**config.mk**
```make
export PLATFORM = sky130hd
export DESIGN_NAME = mem_arb
export DESIGN_NICKNAME = d
export VERILOG_FILES = /design/src/rtl/mem_arb.sv
export SDC_FILE = /design/constraint.sdc
export NUM_CORES = 1
export LEC_CHECK = 0
export CORE_AREA = 8 8 91 93
export CTS_CLUSTER_SIZE = 28
export DETAILED_ROUTE_END_ITERATION = 16
export DIE_AREA = 0 0 99 101
export DONT_BUFFER_PORTS = 1
export PLACE_DENSITY = 0.31
export SLEW_MARGIN = 30
export SYNTH_ARGS = -nofsm -noshare
export SYNTH_HDL_FRONTEND = slang
export SYNTH_SLANG_ARGS = --single-unit
```
**constraint.sdc**
```tcl
create_clock -name clk -period 1.8 [get_ports clk]
set_input_delay 0.27 -clock clk [delete_from_list [all_inputs] [get_ports clk]]
set_output_delay 0.27 -clock clk [all_outputs]
set_load 0.02 [all_outputs]
```
**src/rtl/mem_arb.sv**
```systemverilog
`default_nettype none
// ============================================================================
// Module   : mem_arb
// Purpose  : Two-port memory arbiter with lock-held ownership and one-beat
//            alternation. Optional burst cap: define MEM_ARB_BURST_LIMIT_EN.
// Revision : 1.0
// ============================================================================
module mem_arb #(
   parameter int BURST_MAX = 16
) (
   input  logic        clk,
   input  logic        reset,
   input  logic        p0_req,
   input  logic        p0_lock,
   input  logic        p0_we,
   input  logic [15:0] p0_addr,
   input  logic [31:0] p0_wdata,
   output logic        p0_gnt,
   output logic        p0_rvalid,
   output logic [31:0] p0_rdata,
   input  logic        p1_req,
   input  logic        p1_lock,
   input  logic        p1_we,
   input  logic [15:0] p1_addr,
   input  logic [31:0] p1_wdata,
   output logic        p1_gnt,
   output logic        p1_rvalid,
   output logic [31:0] p1_rdata,
   output logic [15:0] mem_addr,
   output logic [31:0] mem_dataW,
   output logic        mem_en,
   output logic        mem_we,
   input  logic [31:0] mem_dataR
);

   typedef enum logic [1:0] {IDLE = 2'd0, OWN0 = 2'd1, OWN1 = 2'd2} state_t;

   state_t state_q, state_d;
   logic   last_q;
   logic   rvalid0_q, rvalid1_q;
   logic   w_gnt0, w_gnt1;
   logic   w_burst_done;

   assign w_gnt0 = (state_q == OWN0) && p0_req;
   assign w_gnt1 = (state_q == OWN1) && p1_req;
   assign p0_gnt = w_gnt0;
   assign p1_gnt = w_gnt1;

`ifdef MEM_ARB_BURST_LIMIT_EN
   localparam int CNT_W = $clog2(BURST_MAX) + 1;
   logic [CNT_W-1:0] cnt_q, cnt_d;

   // The current granted beat is counted, so the cap fires on the last allowed beat.
   assign w_burst_done = (w_gnt0 || w_gnt1) && (cnt_q == CNT_W'(BURST_MAX - 1));

   always_comb begin
      cnt_d = cnt_q;
      if (state_d != state_q) begin
         cnt_d = '0;
      end else if (w_gnt0 || w_gnt1) begin
         cnt_d = w_burst_done ? '0 : cnt_q + CNT_W'(1);
      end
   end

   always_ff @(posedge clk or posedge reset) begin
      if (reset) cnt_q <= '0;
      else       cnt_q <= cnt_d;
   end
`else
   assign w_burst_done = 1'b0;
   // Lock holds ownership indefinitely; BURST_MAX is accepted but has no effect.
   if (BURST_MAX > 0) begin : g_no_burst_limit
   end
`endif

   always_comb begin
      state_d = state_q;
      case (state_q)
         IDLE: begin
            if (p0_req && p1_req) state_d = last_q ? OWN0 : OWN1;
            else if (p0_req)      state_d = OWN0;
            else if (p1_req)      state_d = OWN1;
         end
         OWN0: begin
            if (!p0_req)                      state_d = p1_req ? OWN1 : IDLE;
            else if (!p0_lock || w_burst_done) state_d = p1_req ? OWN1 : OWN0;
         end
         OWN1: begin
            if (!p1_req)                      state_d = p0_req ? OWN0 : IDLE;
            else if (!p1_lock || w_burst_done) state_d = p0_req ? OWN0 : OWN1;
         end
         default: state_d = IDLE;
      endcase
   end

   always_ff @(posedge clk or posedge reset) begin
      if (reset) begin
         state_q   <= IDLE;
         last_q    <= 1'b1;
         rvalid0_q <= 1'b0;
         rvalid1_q <= 1'b0;
      end else begin
         state_q   <= state_d;
         rvalid0_q <= w_gnt0 && !p0_we;
         rvalid1_q <= w_gnt1 && !p1_we;
         if (w_gnt0)      last_q <= 1'b0;
         else if (w_gnt1) last_q <= 1'b1;
      end
   end

   always_comb begin
      mem_en    = 1'b0;
      mem_we    = 1'b0;
      mem_addr  = '0;
      mem_dataW = '0;
      if (w_gnt0) begin
         mem_en    = 1'b1;
         mem_we    = p0_we;
         mem_addr  = p0_addr;
         mem_dataW = p0_wdata;
      end else if (w_gnt1) begin
         mem_en    = 1'b1;
         mem_we    = p1_we;
         mem_addr  = p1_addr;
         mem_dataW = p1_wdata;
      end
   end

   assign p0_rvalid = rvalid0_q;
   assign p1_rvalid = rvalid1_q;
   assign p0_rdata  = rvalid0_q ? mem_dataR : 32'h0;
   assign p1_rdata  = rvalid1_q ? mem_dataR : 32'h0;

endmodule
`default_nettype wire
```
Yosys cells after proc, flatten, opt, wreduce, memory -nomap -nowiden
Index checks and enable logic that the tools add are counted.
{"block": "word_totals", "word_cells": 44, "output_inout_bits": 118, "register_bits": 5, "inputBits": 136}
{"block": "classes", "n_reduce_logical": 10, "muxes": 25, "eq_ne": 5}
{"operator": "$mux W32", "n": 4}
{"operator": "$mux W16", "n": 2}
{"operator": "$mux W2", "n": 11}
{"operator": "$mux W1", "n": 7}
{"operator": "$ne A3 B3 Y1 const B", "n": 2}
{"operator": "$pmux W2 S3", "n": 1}
{"operator": "$logic_and A1 B1 Y1", "n": 5}
{"operator": "$ne A4 B4 Y1 const B", "n": 1}
{"operator": "$reduce_and A3 Y1", "n": 1}
{"operator": "$eq A2 B1 Y1 const B", "n": 1}
{"operator": "$eq A2 B2 Y1 const B", "n": 1}
{"operator": "$logic_not A1 Y1", "n": 2}
{"operator": "$logic_not A2 Y1", "n": 1}
{"operator": "$reduce_bool A2 Y1", "n": 1}

Depth between registers and ports, before layout
Gate-level depths: netlist of the first run.
{"block": "logic_depth", "depth_word": 4, "ltp_mapped": 5, "depth_no_buf": 4}

Worst setup path after synthesis of the first run
No wires, ideal clock.
{"block": "synth_path", "path_kind": "reg-to-output", "startpoint": "register state_q[0]", "endpoint": "output port mem_addr[10]", "stages_incl_launch_ff": 6, "required_ns": 1.530, "path_buffers": 1, "arrival_ns": 1.203, "path_slack_ns": 0.327, "path_cell_list": "dfrtp_1 > nand2_1 > or2_4 > clkinv_2 > buf_6 > a22o_1"}
{"block": "synth_via", "elab_cells_between_ends": 6, "classes_between": "2 x eq/ne; 2 x mux; 2 x reduce/logical"}
{"item": "start: declaration", "line": "38", "rtl": "state_t state_q, state_d;"}
{"item": "start signal: assignment", "line": "103", "rtl": "state_q <= state_d;"}
{"item": "$eq A2 B1 Y1", "line": "44", "rtl": "assign w_gnt0 = (state_q == OWN0) && p0_req;"}
{"item": "$logic_and A1 B1 Y1", "line": "44"}
{"item": "net p0_gnt", "line": "18", "rtl": "output logic p0_gnt,"}
{"item": "$mux W16", "line": "116", "rtl": "if (w_gnt0) begin"}
{"item": "end: declaration", "line": "29", "rtl": "output logic [15:0] mem_addr,"}
The timed path passes the listed nets, and every way through them passes these cells.

Worst setup path after layout of the first run
{"block": "layout_path", "startpoint": "register state_q[0]", "endpoint": "output port mem_dataW[15]"}
{"block": "layout_via", "elab_chain_cells": 4, "elab_cells_between_ends": 6, "classes_between": "2 x eq/ne; 2 x mux; 2 x reduce/logical"}
{"item": "$eq A2 B2 Y1", "line": "45", "rtl": "assign w_gnt1 = (state_q == OWN1) && p1_req;"}
{"item": "$logic_and A1 B1 Y1", "line": "45"}
{"item": "$mux W32", "line": "121", "rtl": "end else if (w_gnt1) begin"}
{"item": "$mux W32 *", "line": "116"}
{"item": "end: declaration", "line": "30", "rtl": "output logic [31:0] mem_dataW,"}
Every way passes the cells marked *; elsewhere a longest branch is shown, timed or not.

==> metrics.cfg, run 1 <==
[global_route]
grt-ovfl-total = 0
grt_use_total = 0.106
grt_pass1_wl_mm = 8.43
grt_max_degree = 52
grt_antenna_before_repair = 0
grt_pass1_vias = 1366

[route]
drt_first_pass_iters = 4
drt_iter0_drc = 56
wirelength_mm = 7.06
avgViaCountPerCell = 5.64
remaining_drc_errors = 0
wl_per_cell_microns = 29.7
via_count = 1342
ant_nets = 0

[cts]
cts_sinks = 5
numCtsBuffers = 3
worstSkewPairLatency_ps = 220
cts_tree = built
clk_pin_slew_worst_paths_ps = 40
cts.path.max_buffers = 2
cts.htree.levels = 1
cts_root_buf = clkbuf_8

[setup_path]
critical_path_class = reg -> out
worstSetupEndpointType = output pin
cpPeakStageDelay_ps = 420
cp_max_fo = 48
path_cells = and3b_2 > buf_12 > a22o_1
critPathTopFamily = flip-flops
cp_num_buf_inv = 1
crit_path_start_kind = register
crit_required_ps = 1530
arrival_ps = 1470
worst_path_max_delay_cell = dfrtp_2

[power]
vdd_drop_max_v = 0.000415
power.density_nw_per_um2 = 1350
p_leak_uw = 0.000628

[floorplan]
core.rowCount = 31
dieArea_sq_um = 10000
ios = 254
fp.coreArea_sq_um = 6940
initial_core_util = 0.179
die_h_microns = 101
die_x_microns = 99

[run_status]
outcome = finished, final reports clean

[yosys]
synth-seq-cells = 5
yosysWarnings = 0
synth_area_leader_cell = a22o_1
syn_area_sq_um = 1240
synth.top_cell.area_share = 0.353
yosysSeqAreaShare = 0.102
synth.area.top_cells = a22o_1 (35%), and2_1 (32%), buf_6 (10%)
syn_avg_cell_area_sq_um = 7.95
syn_inst = 156
syn_nets = 292
synth.distinct_cells = 21

[layout]
drive_gt1_frac = 0.429
num_antenna_cells = 0
fin_nets = 293
final_area_sq_um = 1490
stdcell_count = 238
syn2layout_area_growth_pct = 20.2

[placed_design]
post-dp-hpwl_mm = 5.92
dp_cells = 227
port_buffers = 0
place.gp.congestion = 0.781
placed_area_sq_um = 1270

[sta]
fmax_mhz = 576
fin_crit_ps = 1740
setup_viol = 0
slew_headroom = 0.797
finClkSkew_ps = 1.31
finalHoldViolations = 0
fin_crit_sh = 0.964
finalMaxSlewViolations = 0
rsz0062_at_grt = false
tightest_slew_ps = 303
hold_ws_ps = 116

[job]
cap_violations = 0

[hold_path]
hp-class = in -> reg

-- power breakdown --
part	leakage, uW	total, uW	internal [uW]	switching, uW
Combinational	0.000545	1600	597	999
Sequential	0.0000608	209	165	43.6
Clock	0.0000228	207	152	55.3
-- through the flow --
stage / power, uW / setup TNS (ps) / util / worst slack [ps]
CTS: 1880 / -42.4 / 0.200 / -31.0
global placement: 1610 / 0 / 0.183 / 147
detailed placement: 1590 / 0 / 0.183 / 165
finish: 2010 / 0 / 0.215 / 63.9
floorplan: 1500 / 0 / - / 327
global route: 2130 / 0 / 0.215 / 7.77
-- flip-flops by register name (all words and copies together), names as in the netlist --
register,count
last_q,1
p0_rvalid,1
p1_rvalid,1
state_q,2
-- cells by family after synthesis --
group / share of synthesized area
simple gates: 0.381
flops: 0.102
compound gates: 0.392
buf+inv: 0.125
-- cell type report --
cell class | count | area, sq um
multi-input cells | 132 | 1020
fillers | 752 | 5450
well taps | 82 | 103
flip-flops and latches | 5 | 129
repair buffers | 13 | 181
inverters | 2 | 15.0
clock buffers | 4 | 45.0
-- worst paths after layout --
| check | slack (ps) | start | cells past startpoint | endpoint |
|---|---|---|---|---|
| worst max-delay path | 60 | state_q[0]$_DFFE_PP0P_ | 3 | mem_dataW[15] |
| worst min-delay path | 120 | p0_we | 1 | p0_rvalid$_DFF_PP0_ |
| worst max register to register | 370 | state_q[0]$_DFFE_PP0P_ | 5 | state_q[0]$_DFFE_PP0P_ |
| worst min register to register | 520 | last_q$_DFFE_PP1P_ | 1 | last_q$_DFFE_PP1P_ |
| max in group asynchronous | 1160 | reset | 2 | last_q$_DFFE_PP1P_ |
| min in group asynchronous | 400 | reset | 2 | p0_rvalid$_DFF_PP0_ |
-- cells in the final DEF (no fill, tap or decap), types with 2 or more instances in the layout --
cell type | netlist | layout
a22o_1 | 50 | 4
nand2b_1 | 2 | 2
dfrtp_1 | 4 | 2
nor2b_1 | 3 | 3
a21o_1 | 2 | 2
buf_12 | 0 | 2
nor2_1 | 2 | 2
clkbuf_8 | 0 | 3
buf_4 | 0 | 6
clkbuf_16 | 0 | 3
dfrtp_2 | 0 | 2
and2_1 | 64 | 64
a22o_2 | 0 | 46
-- synthesized netlist by cell type --
cell and number:
a22o_1 50, and2_1 64, nand2b_1 2, a32o_1 1, nor2b_1 3, dfstp_2 1
clkbuf_1 6, or2_4 1, a211oi_1 1, nand2_1 1, nor2_1 2, inv_1 1
a21o_1 2, clkinv_2 1, and3_1 1, nor4_1 1, o22ai_1 1, dfrtp_1 4
o32ai_1 1, and3b_1 1, buf_6 11
-- what timing repair did --
action                                  in CTS  in global routing
hold buffers                                 1                  0
buffers inserted                             0                  3
hold endpoints to repair                     4                  0
endpoints found under the setup margin      49                 49
gates resized for setup                     49                  3
cloned                                       0                  3
pin swaps                                    1                  2
-- routing by layer --
layer / wire length [microns] / share of wire / track usage
met5: 0 / 0 / 0
met1: 2160 / 0.31 / 0.0942
met2: 3660 / 0.52 / 0.190
met4: 82 / 0.012 / 0.0354
met3: 1160 / 0.16 / 0.0698
(Power assumes the default switching activity.)
==> run 2, diff against run 1 <==
==> config.mk (replaced) <==
export PLATFORM = sky130hd
export DESIGN_NAME = mem_arb
export DESIGN_NICKNAME = d
export VERILOG_FILES = /design/src/rtl/mem_arb.sv
export SDC_FILE = /design/constraint.sdc
export NUM_CORES = 1
export LEC_CHECK = 0
export CORE_AREA = 8 8 93 95
export CTS_CLUSTER_SIZE = 30
export DETAILED_ROUTE_END_ITERATION = 16
export DIE_AREA = 0 0 101 103
export DONT_BUFFER_PORTS = 1
export PLACE_DENSITY = 0.3
export SLEW_MARGIN = 30
export SYNTH_ARGS = -nofsm -noshare
export SYNTH_HDL_FRONTEND = slang
export SYNTH_SLANG_ARGS = --single-unit
==> constraint.sdc (replaced) <==
create_clock -name clk -period 1.8 [get_ports clk]
set_input_delay 0.27 -clock clk [delete_from_list [all_inputs] [get_ports clk]]
set_output_delay 0.27 -clock clk [all_outputs]
set_load 0.05 [all_outputs]
==> run 2 against run 1 <==
Effect of this change: the flow now finishes with violations (setup timing); die area increased by 4.0%; power increased by 140%; via count increased by 37%; utilization increased by 33 points; largest cell class is now buffers.
==> metrics.cfg, run 2 (synthesis gave the netlist of run 1 again) <==
[power]
vdd_drop_max_v = 0.000789  ; was 0.000415 V
p_int_uw = 2390  ; was 915 uW
power.density_nw_per_um2 = 1250  ; was 1350 nW/um^2
seq_power_share = 0.040  ; was 0.104
switchingPower_uw = 2470  ; was 1100 uW
pwr-share-comb = 0.916  ; was 0.793
total_power_uw = 4860  ; was 2010 uW
p_clk_frac = 0.044  ; was 0.103
switching_share = 0.507  ; was 0.546
p_leak_uw = 0.00164  ; was 0.000628 uW

[setup_path]
crit_required_ps = 1530  ; about the same
crit_path_start_kind = register  ; unchanged
cp_max_fo = 20  ; was 48
arrival_ps = 1560  ; was 1470 ps
critical_path_class = reg -> out  ; unchanged
worstSetupEndpointType = output pin  ; unchanged

[sta]
fmax_mhz = 546  ; was 576 MHz
rsz0062_at_grt = true  ; was false
setup_viol = 26  ; was 0
finalMaxSlewViolations = 0  ; unchanged
finalHoldViolations = 0  ; unchanged
finalWorstSetupSlack_ps = -32.8  ; was 63.9 ps
finClkSkew_ps = 1.75  ; was 1.31 ps
fin_crit_ps = 1830  ; was 1740 ps
tightest_slew_ps = 375  ; was 303 ps
slew_headroom = 0.748  ; was 0.797
hold_ws_ps = 109  ; was 116 ps
fin_crit_sh = 1.02  ; was 0.964

[run_status]
outcome = finished with violations  ; was finished, final reports clean
violations = setup timing

[route]
wirelength_mm = 10.2  ; was 7.06 mm
wl_per_cell_microns = 27.5  ; was 29.7 microns
drt_iter0_drc = 82  ; was 56
ant_nets = 0  ; unchanged
avgViaCountPerCell = 4.94  ; was 5.64
remaining_drc_errors = 0  ; unchanged
via_count = 1839  ; was 1342
drt_first_pass_iters = 4  ; unchanged

[cts]
cts_root_buf = clkbuf_8  ; unchanged
worstSkewPairLatency_ps = 220  ; about the same
cts_tree = built  ; unchanged
cts.path.max_buffers = 2  ; unchanged
numCtsBuffers = 3  ; unchanged
clk_pin_slew_worst_paths_ps = 40  ; about the same
cts_sinks = 5  ; unchanged
cts.htree.levels = 1  ; unchanged

[placed_design]
port_buffers = 0  ; unchanged
post-dp-hpwl_mm = 8.78  ; was 5.92 mm
place_ws_ps = 91.0  ; was 165 ps
place.gp.congestion = 0.867  ; was 0.781
placed_area_sq_um = 3590  ; was 1270 sq um

[global_route]
grt_max_degree = 41  ; was 52
grt_pass1_vias = 2025  ; was 1366
grt_antenna_before_repair = 0  ; unchanged
grt_pass1_wl_mm = 13.8  ; was 8.43 mm
grt-ovfl-total = 0  ; unchanged
grt_use_total = 0.176  ; was 0.106

[layout]
final_area_sq_um = 3880  ; was 1490 sq um
syn2layout_area_growth_pct = 213  ; was 20.2%
fillCellCount = 613  ; was 752
num_antenna_cells = 0  ; unchanged
drive_gt1_frac = 0.542  ; was 0.429
multi_input_area_sq_um = 1060  ; was 1020 sq um
regArea_sq_um = 128  ; was 129 sq um
largest-register = state_q  ; unchanged
layout_common_cells = buf_12 (116), and2_1 (64), a22o_1 (39)  ; was and2_1 (64), a22o_2 (46), buf_4 (6)
fin_nets = 410  ; was 293
largest_reg_flops = 2  ; unchanged
final_common_cell = buf_12  ; was and2_1

[hold_path]
hp-class = in -> reg  ; unchanged

[floorplan]
fp.coreArea_sq_um = 7140  ; was 6940 sq um
ios = 254  ; unchanged
die_x_microns = 101  ; was 99 microns
dieArea_sq_um = 10400  ; was 10000 sq um
core.rowCount = 31  ; unchanged
die_h_microns = 103  ; was 101 microns
initial_core_util = 0.174  ; was 0.179

[job]
cap_violations = 0  ; unchanged

[run 2: changes by cell type in the layout (fill, tap and decap cells not counted), sizes merged]
cell    delta
buf      +119
clkbuf     -2
clkinv     +1
inv        -1
[run 2: cell type report]
cell class	instances	share of cell area
Multi-Input combinational cell	132	0.272
Clock buffer	4	0.0116
Inverter	2	0.00516
Sequential cell	5	0.0329
Timing Repair Buffer	130	0.646
Tap cell	99	0.0319
[run 2: path summary, 6_finish.rpt]
check / slack, ps / start / cells past startpoint / to
min in group asynchronous: 380 / reset / 2 / p1_rvalid$_DFF_PP0_
setup reg to reg: 380 / state_q[1]$_DFFE_PP0P_ / 4 / state_q[0]$_DFFE_PP0P_
max in group asynchronous: 1180 / reset / 2 / last_q$_DFFE_PP1P_
hold reg to reg: 520 / last_q$_DFFE_PP1P_ / 1 / last_q$_DFFE_PP1P_
hold / removal: 110 / p1_we / 1 / p1_rvalid$_DFF_PP0_
setup / recovery: -30 / state_q[0]$_DFFE_PP0P_ / 4 / mem_dataW[20]
[run 2: power groups by stage]
stage / clock network (uW) / registers [uW] / logic [uW]
after global placement: 0 / 191 / 4100
after detailed placement: 0 / 200 / 4170
after floorplan: 0 / 224 / 2210
after global routing: 231 / 194 / 4600
after CTS: 220 / 189 / 4440
final: 213 / 193 / 4460
[run 2: stage by stage]
stage	instances	utilization	setup TNS, ps
5_1_grt	372	0.544	-2450
6_report	372	0.544	-520
3_3_place_gp	360	0.502	0
2_1_floorplan	156	-	0
3_5_place_dp	360	0.502	0
4_1_cts	371	0.539	-70.5
[run 2: worst max-delay path, cell delays in order, from the launching register on]
cell       delay (ps)
dfrtp_1           400
and3b_2           360
clkbuf_16         230
a22o_1            200
buf_12            150
[run 2: what timing repair did]
action,4_1_cts,5_1_grt
pin swaps,9,3
hold buffers,1,0
gates cloned,3,1
gates resized for setup,16,1
buffers inserted,3,0
hold endpoints to repair,4,0
setup endpoints to repair,49,48
[run 2: routing by layer]
| layer | up-vias | GRT usage | part of all wire |
|---|---|---|---|
| met2 | 171 | 0.343 | 0.54 |
| met1 | 860 | 0.150 | 0.28 |
| met5 | - | 0 | 0 |
| met4 | 0 | 0.0229 | 0.0058 |
| met3 | 6 | 0.115 | 0.17 |
| li1 | 802 | - | - |
